**src/rtl/core_select_switch.sv**
```systemverilog
// Glitch-free selector between NUM_CORES cores: blanks output, holds all cores in reset, releases the new one.
// Optional CORE_CE_GATE_EN: per-core clock enable follows the released core instead of being constant all-ones.
module core_select_switch #(
  parameter int NUM_CORES = 4,
  parameter int SEL_W     = 2,
  parameter int RGB_W     = 2,
  parameter int BLANK_TMO = 2000000,
  parameter int RST_HOLD  = 1024
) (
  input  logic                       clk,
  input  logic                       reset,
  input  logic [SEL_W-1:0]           sel_req,
  input  logic [NUM_CORES*RGB_W-1:0] core_r,
  input  logic [NUM_CORES*RGB_W-1:0] core_g,
  input  logic [NUM_CORES*RGB_W-1:0] core_b,
  input  logic [NUM_CORES-1:0]       core_hs,
  input  logic [NUM_CORES-1:0]       core_vs,
  input  logic [NUM_CORES-1:0]       core_hblank,
  input  logic [NUM_CORES-1:0]       core_vblank,
  input  logic [NUM_CORES-1:0]       core_ce_pix,
  input  logic [NUM_CORES-1:0]       core_sd_cs,
  input  logic [NUM_CORES-1:0]       core_sd_mosi,
  input  logic [NUM_CORES-1:0]       core_sd_sck,
  input  logic [NUM_CORES-1:0]       core_txd,
  input  logic [NUM_CORES-1:0]       core_rts,
  input  logic [NUM_CORES-1:0]       core_led,
  output logic [NUM_CORES-1:0]       core_reset_n,
  output logic [NUM_CORES-1:0]       core_ce,
  output logic [RGB_W-1:0]           r,
  output logic [RGB_W-1:0]           g,
  output logic [RGB_W-1:0]           b,
  output logic                       hs,
  output logic                       vs,
  output logic                       hblank,
  output logic                       vblank,
  output logic                       ce_pix,
  output logic                       sd_cs,
  output logic                       sd_mosi,
  output logic                       sd_sck,
  output logic                       uart_txd,
  output logic                       uart_rts,
  output logic                       drive_led,
  output logic [SEL_W-1:0]           active_sel,
  output logic                       switching
);

  localparam int CNT_MAX = (BLANK_TMO > RST_HOLD) ? BLANK_TMO : RST_HOLD;
  localparam int CNT_W   = (CNT_MAX > 2) ? $clog2(CNT_MAX) : 1;
  localparam logic [SEL_W:0] NUM_CORES_W = (SEL_W+1)'(NUM_CORES);

  typedef enum logic [1:0] {HOLD, RELEASE, RUN, BLANK} state_t;

  state_t                 state_q;
  logic [CNT_W-1:0]       cnt_q;
  logic [SEL_W-1:0]       target_q, active_sel_q;
  logic [NUM_CORES-1:0]   core_reset_n_q;
  logic [RGB_W-1:0]       r_q, g_q, b_q;
  logic                   hs_q, vs_q, hblank_q, vblank_q, ce_pix_q;
  logic                   sd_cs_q, sd_mosi_q, sd_sck_q, txd_q, rts_q, led_q;
  logic                   switching_q, vbl_prev_q;

  logic [RGB_W-1:0]       sel_r_d, sel_g_d, sel_b_d;
  logic                   sel_hs_d, sel_vs_d, sel_hblank_d, sel_vblank_d, sel_ce_pix_d;
  logic                   sel_sd_cs_d, sel_sd_mosi_d, sel_sd_sck_d, sel_txd_d, sel_rts_d, sel_led_d;
  logic [NUM_CORES-1:0]   oh_target_d;
  logic                   req_valid_d, vbl_rise_d;

  always_comb begin
    sel_r_d = '0; sel_g_d = '0; sel_b_d = '0;
    sel_hs_d = 1'b0; sel_vs_d = 1'b0; sel_hblank_d = 1'b1; sel_vblank_d = 1'b1; sel_ce_pix_d = 1'b0;
    sel_sd_cs_d = 1'b1; sel_sd_mosi_d = 1'b0; sel_sd_sck_d = 1'b0;
    sel_txd_d = 1'b1; sel_rts_d = 1'b1; sel_led_d = 1'b0;
    oh_target_d = '0;
    for (int i = 0; i < NUM_CORES; i++) begin
      if (active_sel_q == SEL_W'(i)) begin
        sel_r_d       = core_r[i*RGB_W +: RGB_W];
        sel_g_d       = core_g[i*RGB_W +: RGB_W];
        sel_b_d       = core_b[i*RGB_W +: RGB_W];
        sel_hs_d      = core_hs[i];
        sel_vs_d      = core_vs[i];
        sel_hblank_d  = core_hblank[i];
        sel_vblank_d  = core_vblank[i];
        sel_ce_pix_d  = core_ce_pix[i];
        sel_sd_cs_d   = core_sd_cs[i];
        sel_sd_mosi_d = core_sd_mosi[i];
        sel_sd_sck_d  = core_sd_sck[i];
        sel_txd_d     = core_txd[i];
        sel_rts_d     = core_rts[i];
        sel_led_d     = core_led[i];
      end
      if (target_q == SEL_W'(i)) oh_target_d[i] = 1'b1;
    end
    req_valid_d = {1'b0, sel_req} < NUM_CORES_W;
    vbl_rise_d  = !vbl_prev_q && sel_vblank_d;
  end

  always_ff @(posedge clk) begin
    if (reset) begin
      state_q        <= HOLD;
      cnt_q          <= '0;
      target_q       <= req_valid_d ? sel_req : '0;
      active_sel_q   <= '0;
      core_reset_n_q <= '0;
      r_q <= '0; g_q <= '0; b_q <= '0;
      hs_q <= 1'b0; vs_q <= 1'b0; hblank_q <= 1'b1; vblank_q <= 1'b1; ce_pix_q <= 1'b0;
      sd_cs_q <= 1'b1; sd_mosi_q <= 1'b0; sd_sck_q <= 1'b0;
      txd_q <= 1'b1; rts_q <= 1'b1; led_q <= 1'b0;
      switching_q    <= 1'b1;
      vbl_prev_q     <= 1'b0;
    end else begin
      // Idle values by default; RUN overrides, BLANK re-enables the sync signals.
      r_q <= '0; g_q <= '0; b_q <= '0;
      hs_q <= 1'b0; vs_q <= 1'b0; hblank_q <= 1'b1; vblank_q <= 1'b1; ce_pix_q <= 1'b0;
      sd_cs_q <= 1'b1; sd_mosi_q <= 1'b0; sd_sck_q <= 1'b0;
      txd_q <= 1'b1; rts_q <= 1'b1; led_q <= 1'b0;
      switching_q <= 1'b1;
      vbl_prev_q  <= sel_vblank_d;
      case (state_q)
        HOLD: begin
          cnt_q <= cnt_q + 1'b1;
          if (cnt_q == CNT_W'(RST_HOLD-1)) begin
            cnt_q          <= '0;
            active_sel_q   <= target_q;
            core_reset_n_q <= oh_target_d;
            state_q        <= RELEASE;
          end
        end
        RELEASE: begin
          state_q     <= RUN;
          switching_q <= 1'b0;
          r_q <= sel_r_d; g_q <= sel_g_d; b_q <= sel_b_d;
          hs_q <= sel_hs_d; vs_q <= sel_vs_d; hblank_q <= sel_hblank_d;
          vblank_q <= sel_vblank_d; ce_pix_q <= sel_ce_pix_d;
          sd_cs_q <= sel_sd_cs_d; sd_mosi_q <= sel_sd_mosi_d; sd_sck_q <= sel_sd_sck_d;
          txd_q <= sel_txd_d; rts_q <= sel_rts_d; led_q <= sel_led_d;
        end
        RUN: begin
          if (req_valid_d && sel_req != active_sel_q) begin
            target_q <= sel_req;
            cnt_q    <= '0;
            state_q  <= BLANK;
            hs_q <= sel_hs_d; vs_q <= sel_vs_d; ce_pix_q <= sel_ce_pix_d;
          end else begin
            switching_q <= 1'b0;
            r_q <= sel_r_d; g_q <= sel_g_d; b_q <= sel_b_d;
            hs_q <= sel_hs_d; vs_q <= sel_vs_d; hblank_q <= sel_hblank_d;
            vblank_q <= sel_vblank_d; ce_pix_q <= sel_ce_pix_d;
            sd_cs_q <= sel_sd_cs_d; sd_mosi_q <= sel_sd_mosi_d; sd_sck_q <= sel_sd_sck_d;
            txd_q <= sel_txd_d; rts_q <= sel_rts_d; led_q <= sel_led_d;
          end
        end
        BLANK: begin
          cnt_q <= cnt_q + 1'b1;
          if (vbl_rise_d || cnt_q == CNT_W'(BLANK_TMO-1)) begin
            cnt_q          <= '0;
            core_reset_n_q <= '0;
            state_q        <= HOLD;
          end else begin
            hs_q <= sel_hs_d; vs_q <= sel_vs_d; ce_pix_q <= sel_ce_pix_d;
          end
        end
        default: state_q <= HOLD;
      endcase
    end
  end

  assign core_reset_n = core_reset_n_q;
`ifdef CORE_CE_GATE_EN
  // The enable pattern is exactly the released core's one-hot reset pattern.
  assign core_ce = core_reset_n_q;
`else
  assign core_ce = '1;
`endif
  assign r          = r_q;
  assign g          = g_q;
  assign b          = b_q;
  assign hs         = hs_q;
  assign vs         = vs_q;
  assign hblank     = hblank_q;
  assign vblank     = vblank_q;
  assign ce_pix     = ce_pix_q;
  assign sd_cs      = sd_cs_q;
  assign sd_mosi    = sd_mosi_q;
  assign sd_sck     = sd_sck_q;
  assign uart_txd   = txd_q;
  assign uart_rts   = rts_q;
  assign drive_led  = led_q;
  assign active_sel = active_sel_q;
  assign switching  = switching_q;

endmodule

```
**config.mk**
```make
export PLATFORM = sky130hd
export DESIGN_NAME = core_select_switch
export DESIGN_NICKNAME = d
export VERILOG_FILES = /design/src/rtl/core_select_switch.sv
export SDC_FILE = /design/constraint.sdc
export NUM_CORES = 1
export LEC_CHECK = 0
export ABC_CLOCK_PERIOD_IN_PS = 2170
export CORE_AREA = 2 2 84 86
export DETAILED_ROUTE_END_ITERATION = 8
export DIE_AREA = 0 0 86 88
export PLACE_DENSITY_LB_ADDON = 0.15
export SKIP_LAST_GASP = 1
export SYNTH_ARGS = -nofsm -noshare
export SYNTH_HDL_FRONTEND = slang
export SYNTH_SLANG_ARGS = --single-unit
```
**constraint.sdc**
```tcl
create_clock -name clk -period 2.17 [get_ports clk]
set_input_delay 0.434 -clock clk [delete_from_list [all_inputs] [get_ports clk]]
set_output_delay 0.434 -clock clk [all_outputs]
set_load 0.01 [all_outputs]
```
# [After elaboration in Yosys (flattened, before gate mapping)]
# Cells that the tools add are included.
[word_totals] out_inout_bits=28 register_bits=50 elab_cells=157 inputBits=72
[classes] eq_ne=15 reduce_logical=16 n_mux=104 addsub=1
[op_table] op="$mux 21" n=3
[op_table] op="$pmux 21 s3" n=1
[op_table] op="$mux 1" n=60
[op_table] op="$mux 2" n=21
[op_table] op="$pmux 1 s2" n=12
[op_table] op="$add 21x1->21 const B" n=1
[op_table] op="$eq 21x10->1 const B" n=1
[op_table] op="$eq 21x21->1 const B" n=1
[op_table] op="$eq 2x2->1 const B" n=6
[op_table] op="$pmux 2 s2" n=3
[op_table] op="$mux 4" n=2
[op_table] op="$pmux 2 s4" n=1
[op_table] op="$pmux 4 s2" n=1
[op_table] op="$eq 2x1->1 const B" n=3
[op_table] op="$logic_not 2->1" n=3
[op_table] op="$ne 2x2->1 const B" n=3
[op_table] op="$reduce_and 2->1" n=3
[op_table] op="$reduce_and 3->1" n=2
[op_table] op="$reduce_bool 2->1" n=3
[op_table] op="$reduce_bool 3->1" n=1
[op_table] op="$ne 2x2->1" n=1
[op_table] op="$reduce_or 2->1" n=1
[op_table] op="$logic_and 1x1->1" n=1
[op_table] op="$logic_not 1->1" n=1
[op_table] op="$logic_or 1x1->1" n=1

# [Longest topological paths before layout]
# Gate-level depths: netlist (run 1).
[logic_depth] depth_word=9 depth_mapped=7 depth_no_buf=6

# [Least setup slack after synthesis (run 1)]
# Ideal clock, no wire load.
[synth_path] path_type="register -> register" from="reg active_sel_q[1], in the netlist active_sel[1]" to="reg state_q[1]" path_stages_with_launch=7 setup_time_ns=0.123 setup_slack_ns=0.247 required_ns=2.047 arrival_ns=1.800 synth_period_minus_slack_ns=1.923 cell_sequence="dfxtp_1 > buf_2 > mux2i_1 > o221ai_1 > a31oi_1 > a211o_1 > mux2_1"
[synth_between] elab_chain_cells=9
[synth_lines] item="from (decl)" line="55" source="logic [SEL_W-1:0] target_q, active_sel_q;"
[synth_lines] item="from (signal assigned)" line="123" source="active_sel_q <= target_q;"
[synth_lines] item="$logic_not 2->1" line="75" source="if (active_sel_q == SEL_W'(i)) begin"
[synth_lines] item="$mux 1 (4 in series)" line="75"
[synth_lines] item="$logic_and 1x1->1" line="94" source="vbl_rise_d = !vbl_prev_q && sel_vblank_d;"
[synth_lines] item="$logic_or 1x1->1" line="154" source="if (vbl_rise_d || cnt_q == CNT_W'(BLANK_TMO-1)) begin"
[synth_lines] item="$ne 2x2->1 (no line)"
[synth_lines] item="$reduce_and 3->1 (no line) (*)"
[synth_lines] item="to (signal assigned)" line="99" source="state_q <= HOLD;"
[synth_lines] item="to (signal assigned)" line="157" source="state_q <= HOLD;"
[synth_lines] item="to (signal assigned)" line="162" source="default: state_q <= HOLD;"
[synth_lines] item="to (decl)" line="53" source="state_t state_q;"
# Every way passes the cells marked *; elsewhere a longest branch is shown, timed or not.
# A chain may end at the register's enable or synchronous reset.

# [Worst setup path in the final report (run 1)]
[layout_path] from="reg cnt_q[15]" to="reg state_q[1]"
[layout_between] elab_chain_cells=4
[layout_lines] item="from (decl)" line="54" source="logic [CNT_W-1:0] cnt_q;"
[layout_lines] item="from (signal assigned)" line="120" source="cnt_q <= cnt_q + 1'b1;"
[layout_lines] item="from (signal assigned)" line="153" source="cnt_q <= cnt_q + 1'b1;"
[layout_lines] item="$eq 21x21->1" line="154"
[layout_lines] item="$logic_or 1x1->1" line="154"
[layout_lines] item="$ne 2x2->1 (no line)"
[layout_lines] item="$reduce_and 3->1 (no line) (*)"
[layout_lines] item="to (signal assigned)" line="141" source="state_q <= BLANK;"
[layout_lines] item="to (signal assigned)" line="157"
[layout_lines] item="to (signal assigned)" line="162"
# Marks and branches as above.

==> flow_summary.yaml, run 1 <==
route:
  routedWlPerCell_um: 15.4
  dr.pass1.iters: 4
  wl_met3_um: 429
  antenna_left: 0
  met2_length_mm: 3.31
  wl_met1_mm: 2.98
  vias: 2247
  viasPerCell: 5.08
  drt_iter0_drc: 61
  top_layer: "met4"
  wl_mm: 6.80
  drc: 0
floorplanning:
  core_area_sq_um: 6640
  fp.dieH_um: 88
  rows: 30
  die-area_sq_um: 7570
  start_util: 0.387
  die_x_um: 86
  num_io_pins: 100
grt:
  grt.total_usage: 0.177
  grt_overflow_total: 0
  grt_pass1_wl_mm: 10.4
  antenna_found_initial: 0
  grt_pass1_vias: 2095
  grt_max_degree: 22
synth:
  synth_edf_count: 2
  ys_ff_latch: 50
  synthAdderAreaFrac: 0.0341
  synth-async-reset-ratio: 0
  ys.flop_type: "dfxtp_1"
  synth_top_family_by_area: "simple AND/OR/NAND/NOR gates"
  yosys_warnings: 0
  synth-simple-area-share: 0.217
  syn-cell-area_sq_um: 2570
  yosysSeqAreaShare: 0.397
  synthCells: 251
  synth_compound_area_frac: 0.0754
  synth-xor-area-share: 0.0715
  ys_types: 49
  syn_area_per_cell_sq_um: 10.2
  synthMuxAreaShare: 0.164
finish:
  post-route-util: 0.574
  mostFrequentLayoutCells: "95 x clkdlybuf4s50_1, 47 x dfxtp_1, 26 x nor2_1"
  layout_commonest_cell: "clkdlybuf4s50_1"
  layout-drive-gt1-share: 0.141
  layout-area-overhead-vs-synth_pct: 48.4
  antenna_cells: 0
  fillers: 598
  nNetsFinal: 440
clocking:
  cts-root-buf: "clkbuf_8"
  clkTransAtPathRegs_ns: 0.09
  hold_buffers: 0
  cts_tree: "built"
  clk_latency_ns: 0.29
  cts_sinks: 50
  cts_buffers: 5
  h-tree-depth: 2
  clockBufferDepth: 2
sta:
  period_needed_ns: 2.13
  setup_violations: 0
  finalHoldWorstSlack_ns: 0.478
  finalHoldViolCount: 0
  finalCritPeriodShare: 0.981
  report.final.slew_viol_count: 0
  setup_slack_ns: 0.0403
  fin_skew_ns: 0.00489
  final.setup.tns_ns: 0
  fmax_mhz: 470
  grt_setup_unrepaired: "true"
place:
  gp_congestion: 0.853
  dpl_worst_slack_ns: -0.0731
  io_buffers: 95
  hpwl_mm: 5.39
min_path:
  hold_class: "reg2reg"
setup_path:
  required_ns: 2.36
  worstPathArrival_ns: 2.32
  critPathMaxFanout: 3
  path_class: "reg2reg"
  worst_setup_path_start_kind: "register"
  crit_path_end_kind: "register"
power_and_ir_drop:
  p_leak_nw: 1.34
  vdd_ir_drop_max_mv: 0.338
  power.density_nw_per_um2: 442
job:
  max_cap_viol_count: 0
run_status:
  outcome: "completed"
critical path, stage by stage, from the launching register on:
cell	delay (ns)
dfxtp_1	0.33
or4_4	0.54
nor4_4	0.31
buf_4	0.18
nand2_1	0.06
a211o_1	0.29
mux2_1	0.31
state kept, by name, summed over array words and instances, names as in the netlist, 2 cells and up:
register	count
active_sel	2
g	2
core_reset_n	4
target_q	2
b	2
cnt_q	21
state_q	2
r	2
power by group:
part           total, W  internal (W)  switching, W
clock network  0.000545      0.000258      0.000287
logic          0.000200      0.000151     0.0000497
registers      0.000940      0.000932    0.00000814
total           0.00168       0.00134      0.000345
repair_timing:
action                     in CTS  in global routing
setup buffers                   0                  1
setup endpoints to repair       0                  3
gates resized for setup         0                  2
path summary, 6_finish.rpt:
path	end	startpoint	slack, ns	cells after the start
setup / recovery	state_q[1]	cnt_q[15]	0.04	6
hold / removal	cnt_q[1]	cnt_q[1]	0.48	2
setup reg to reg	state_q[1]	cnt_q[15]	0.04	6
hold reg to reg	cnt_q[1]	cnt_q[1]	0.48	2
cell usage after synthesis (all sizes together) (2+ instances only):
library cell  count  area share
ha                7       0.034
or4               4       0.013
a211oi            2      0.0058
mux4             16        0.14
nand4             6       0.017
nor3              4      0.0078
mux2              2      0.0088
xnor2            13       0.044
a31oi             3      0.0097
nor2b            13       0.032
nor2             26       0.038
and2              2      0.0049
clkbuf            4      0.0058
buf              10       0.023
o31ai             2      0.0058
o21ai            12       0.023
mux2i             4       0.016
a21oi             7       0.014
edfxtp            2       0.023
or4b              3       0.012
nand3             6       0.012
nand2            16       0.023
inv               7       0.010
nor4              6       0.020
xor2              8       0.027
dfxtp            48        0.37
and4              3       0.010
logic make-up (layout without fill, tap and decap cells):
group	count (synthesis)	in the layout
and+or+nand+nor	98	98
DFF	50	50
AOI/OAI and AO/OA	31	31
muxes	22	22
xor gates and xnor gates	21	21
buffers and inverters	21	129
adders and majority gates	7	7
other	1	4
stage by stage:
stage               area, sq um  total power, W  cells
floorplan                  2580         0.00102    254
global placement           3710         0.00116    433
detailed placement         3710         0.00116    433
CTS                        3800         0.00171    441
global route               3810         0.00177    442
finish                     3810         0.00168    442
area by class of cell:
type | count | area [sq um] | share of cell area
clock buffers | 7 | 86.3 | 0.0226
flip-flops and latches | 50 | 1020 | 0.268
multi-input cells | 183 | 1470 | 0.384
repair buffers | 114 | 1110 | 0.291
well taps | 80 | 100 | 0.0262
inverters | 7 | 26.3 | 0.00689
clock inverters | 1 | 5.00 | 0.00131
metal layers:
metal	global-route usage	up-vias
li1	-	1118
met1	0.222	1058
met2	0.303	65
met3	0.0415	6
met4	0.0534	0
met5	0	-
Note: power is estimated with default switching activity, not from simulation.
==> inputs of run 2 (changes only) <==
--- a/config.mk
+++ b/config.mk
@@ -5,10 +5,11 @@
 export SDC_FILE = /design/constraint.sdc
 export NUM_CORES = 1
 export LEC_CHECK = 0
-export ABC_CLOCK_PERIOD_IN_PS = 2170
+export ABC_CLOCK_PERIOD_IN_PS = 2150
 export CORE_AREA = 2 2 84 86
 export DETAILED_ROUTE_END_ITERATION = 8
 export DIE_AREA = 0 0 86 88
+export GPL_TIMING_DRIVEN = 0
 export PLACE_DENSITY_LB_ADDON = 0.15
 export SKIP_LAST_GASP = 1
 export SYNTH_ARGS = -nofsm -noshare
==> constraint.sdc (replaced) <==
create_clock -name clk -period 2.15 [get_ports clk]
set_input_delay 0.43 -clock clk [delete_from_list [all_inputs] [get_ports clk]]
set_output_delay 0.43 -clock clk [all_outputs]
set_load 0.01 [all_outputs]
==> flow_summary.yaml, run 2 (synthesized netlist as in run 1, its figures left out) <==
run_status:
  outcome: "completed"
route:
  drt_iter0_drc: 60
  met2_length_mm: 3.49
  routedWlPerCell_um: 15.7
  drc: 0
  viasPerCell: 5.08
  dr.pass1.iters: 4
  top_layer: "met4"
  wl_met1_mm: 2.94
  antenna_left: 0
  vias: 2240
  wl_met3_um: 449
  wl_mm: 6.93
grt:
  grt_max_degree: 15
  antenna_found_initial: 0
  grt_overflow_total: 0
  grt_pass1_vias: 2141
  grt.total_usage: 0.183
  grt_pass1_wl_mm: 10.9
power_and_ir_drop:
  p_int_w: 0.00132
  p_leak_nw: 1.32
  seqPwrFrac: 0.563
  pwr-share-clk: 0.315
  switching_power_w: 0.000365
  swShare: 0.217
  p_comb_frac: 0.122
  p_total_w: 0.00168
  power.density_nw_per_um2: 440
  vdd_ir_drop_max_mv: 0.281
place:
  place_area_sq_um: 3630
  gp_congestion: 0.793
  dpl_worst_slack_ns: -0.380
  io_buffers: 95
  hpwl_mm: 5.36
  dpl.cell_count: 429
floorplanning:
  fp.dieH_um: 88
  rows: 30
  num_io_pins: 100
  start_util: 0.387
  core_area_sq_um: 6640
  die_x_um: 86
  die-area_sq_um: 7570
finish:
  layout_commonest_cell: "clkdlybuf4s50_1"
  largest_reg_flops: 21
  nNetsFinal: 439
  post-route-util: 0.576
  post-route-cell-area_sq_um: 3820
  top_register: "cnt_q"
  layout-area-overhead-vs-synth_pct: 48.8
  mostFrequentLayoutCells: "95 x clkdlybuf4s50_1, 45 x dfxtp_1, 26 x nor2_1"
  stdcell_count: 441
  antenna_cells: 0
  layout-drive-gt1-share: 0.152
sta:
  fmax_mhz: 476
  relSlewSlack: 0.583
  finalHoldViolCount: 0
  setup_violations: 0
  setup_slack_ns: 0.0498
  tightestPinTransition_ns: 0.621
  finalCritPeriodShare: 0.977
  grt_setup_unrepaired: "true"
  period_needed_ns: 2.10
  fin_skew_ns: 0.00989
  report.final.slew_viol_count: 0
setup_path:
  worst_setup_path_start_kind: "register"
  critPathMaxFanout: 4
  crit_path_end_kind: "register"
  path_class: "reg2reg"
  ff2ff_setup_slack_ns: 0.05
  required_ns: 2.34
  worstPathArrival_ns: 2.29
job:
  max_cap_viol_count: 0
clocking:
  cts_sinks: 50
  clockBufferDepth: 2
  clk_latency_ns: 0.30
  cts-root-buf: "clkbuf_8"
  hold_buffers: 0
  cts_tree: "built"
  clkTransAtPathRegs_ns: 0.09
  cts_buffers: 5
  h-tree-depth: 2
min_path:
  hold_class: "reg2reg"
[run 2: changes by cell type in the layout (fill, tap and decap cells not counted), sizes merged]
cell,previous run,this run
buf,19,13
clkbuf,7,11
clkinv,1,2
[run 2: per-layer routing]
metal	track usage	vias up
li1	-	1124
met1	0.224	1042
met2	0.321	70
met3	0.0462	4
met4	0.0491	0
met5	0	-
[run 2: path summary, 6_finish.rpt]
path                           to  depth (start not counted)            start
hold reg to reg   core_reset_n[0]                          2  core_reset_n[0]
setup reg to reg       state_q[1]                          5        cnt_q[19]
setup / recovery       state_q[1]                          5        cnt_q[19]
hold / removal    core_reset_n[0]                          2  core_reset_n[0]
[run 2: worst max-delay path: stages (launching register included)]
cell     delay, ns
dfxtp_2       0.34
or4_4         0.54
nor4_4        0.35
nand2_1       0.12
a211o_1       0.32
mux2_4        0.31
[run 2: cell type report]
class                   count  area, sq um
plain buffers              14         83.8
clock buffers               6         72.6
clock inverters             2         8.76
fillers                   596         2820
inverters                   7         26.3
multi-input cells         183         1530
flip-flops and latches     50         1030
well taps                  80          100
repair buffers             99          981
[run 2: power groups by stage]
| stage | clock network [W] | logic, W | registers [W] |
|---|---|---|---|
| 2_1_floorplan | 0 | 0.0000612 | 0.000968 |
| 3_3_place_gp | 0 | 0.000197 | 0.000970 |
| 3_5_place_dp | 0 | 0.000200 | 0.000970 |
| 4_1_cts | 0.000550 | 0.000204 | 0.000949 |
| 5_1_grt | 0.000588 | 0.000219 | 0.000949 |
| 6_report | 0.000530 | 0.000205 | 0.000947 |
[run 2: repair_timing]
item | CTS | global route
pin swaps | 0 | 7
buffers inserted | 0 | 4
cloned | 0 | 0
gates resized for setup | 6 | 14
setup endpoints to repair | 24 | 25
[run 2: through the flow]
stage / TNS, ns / hold WS (ns)
global route: -0.306 / 0.514
detailed placement: -6.97 / 0.468
global placement: -6.74 / 0.463
floorplan: 0 / 0.453
CTS: 0 / 0.481
finish: 0 / 0.478
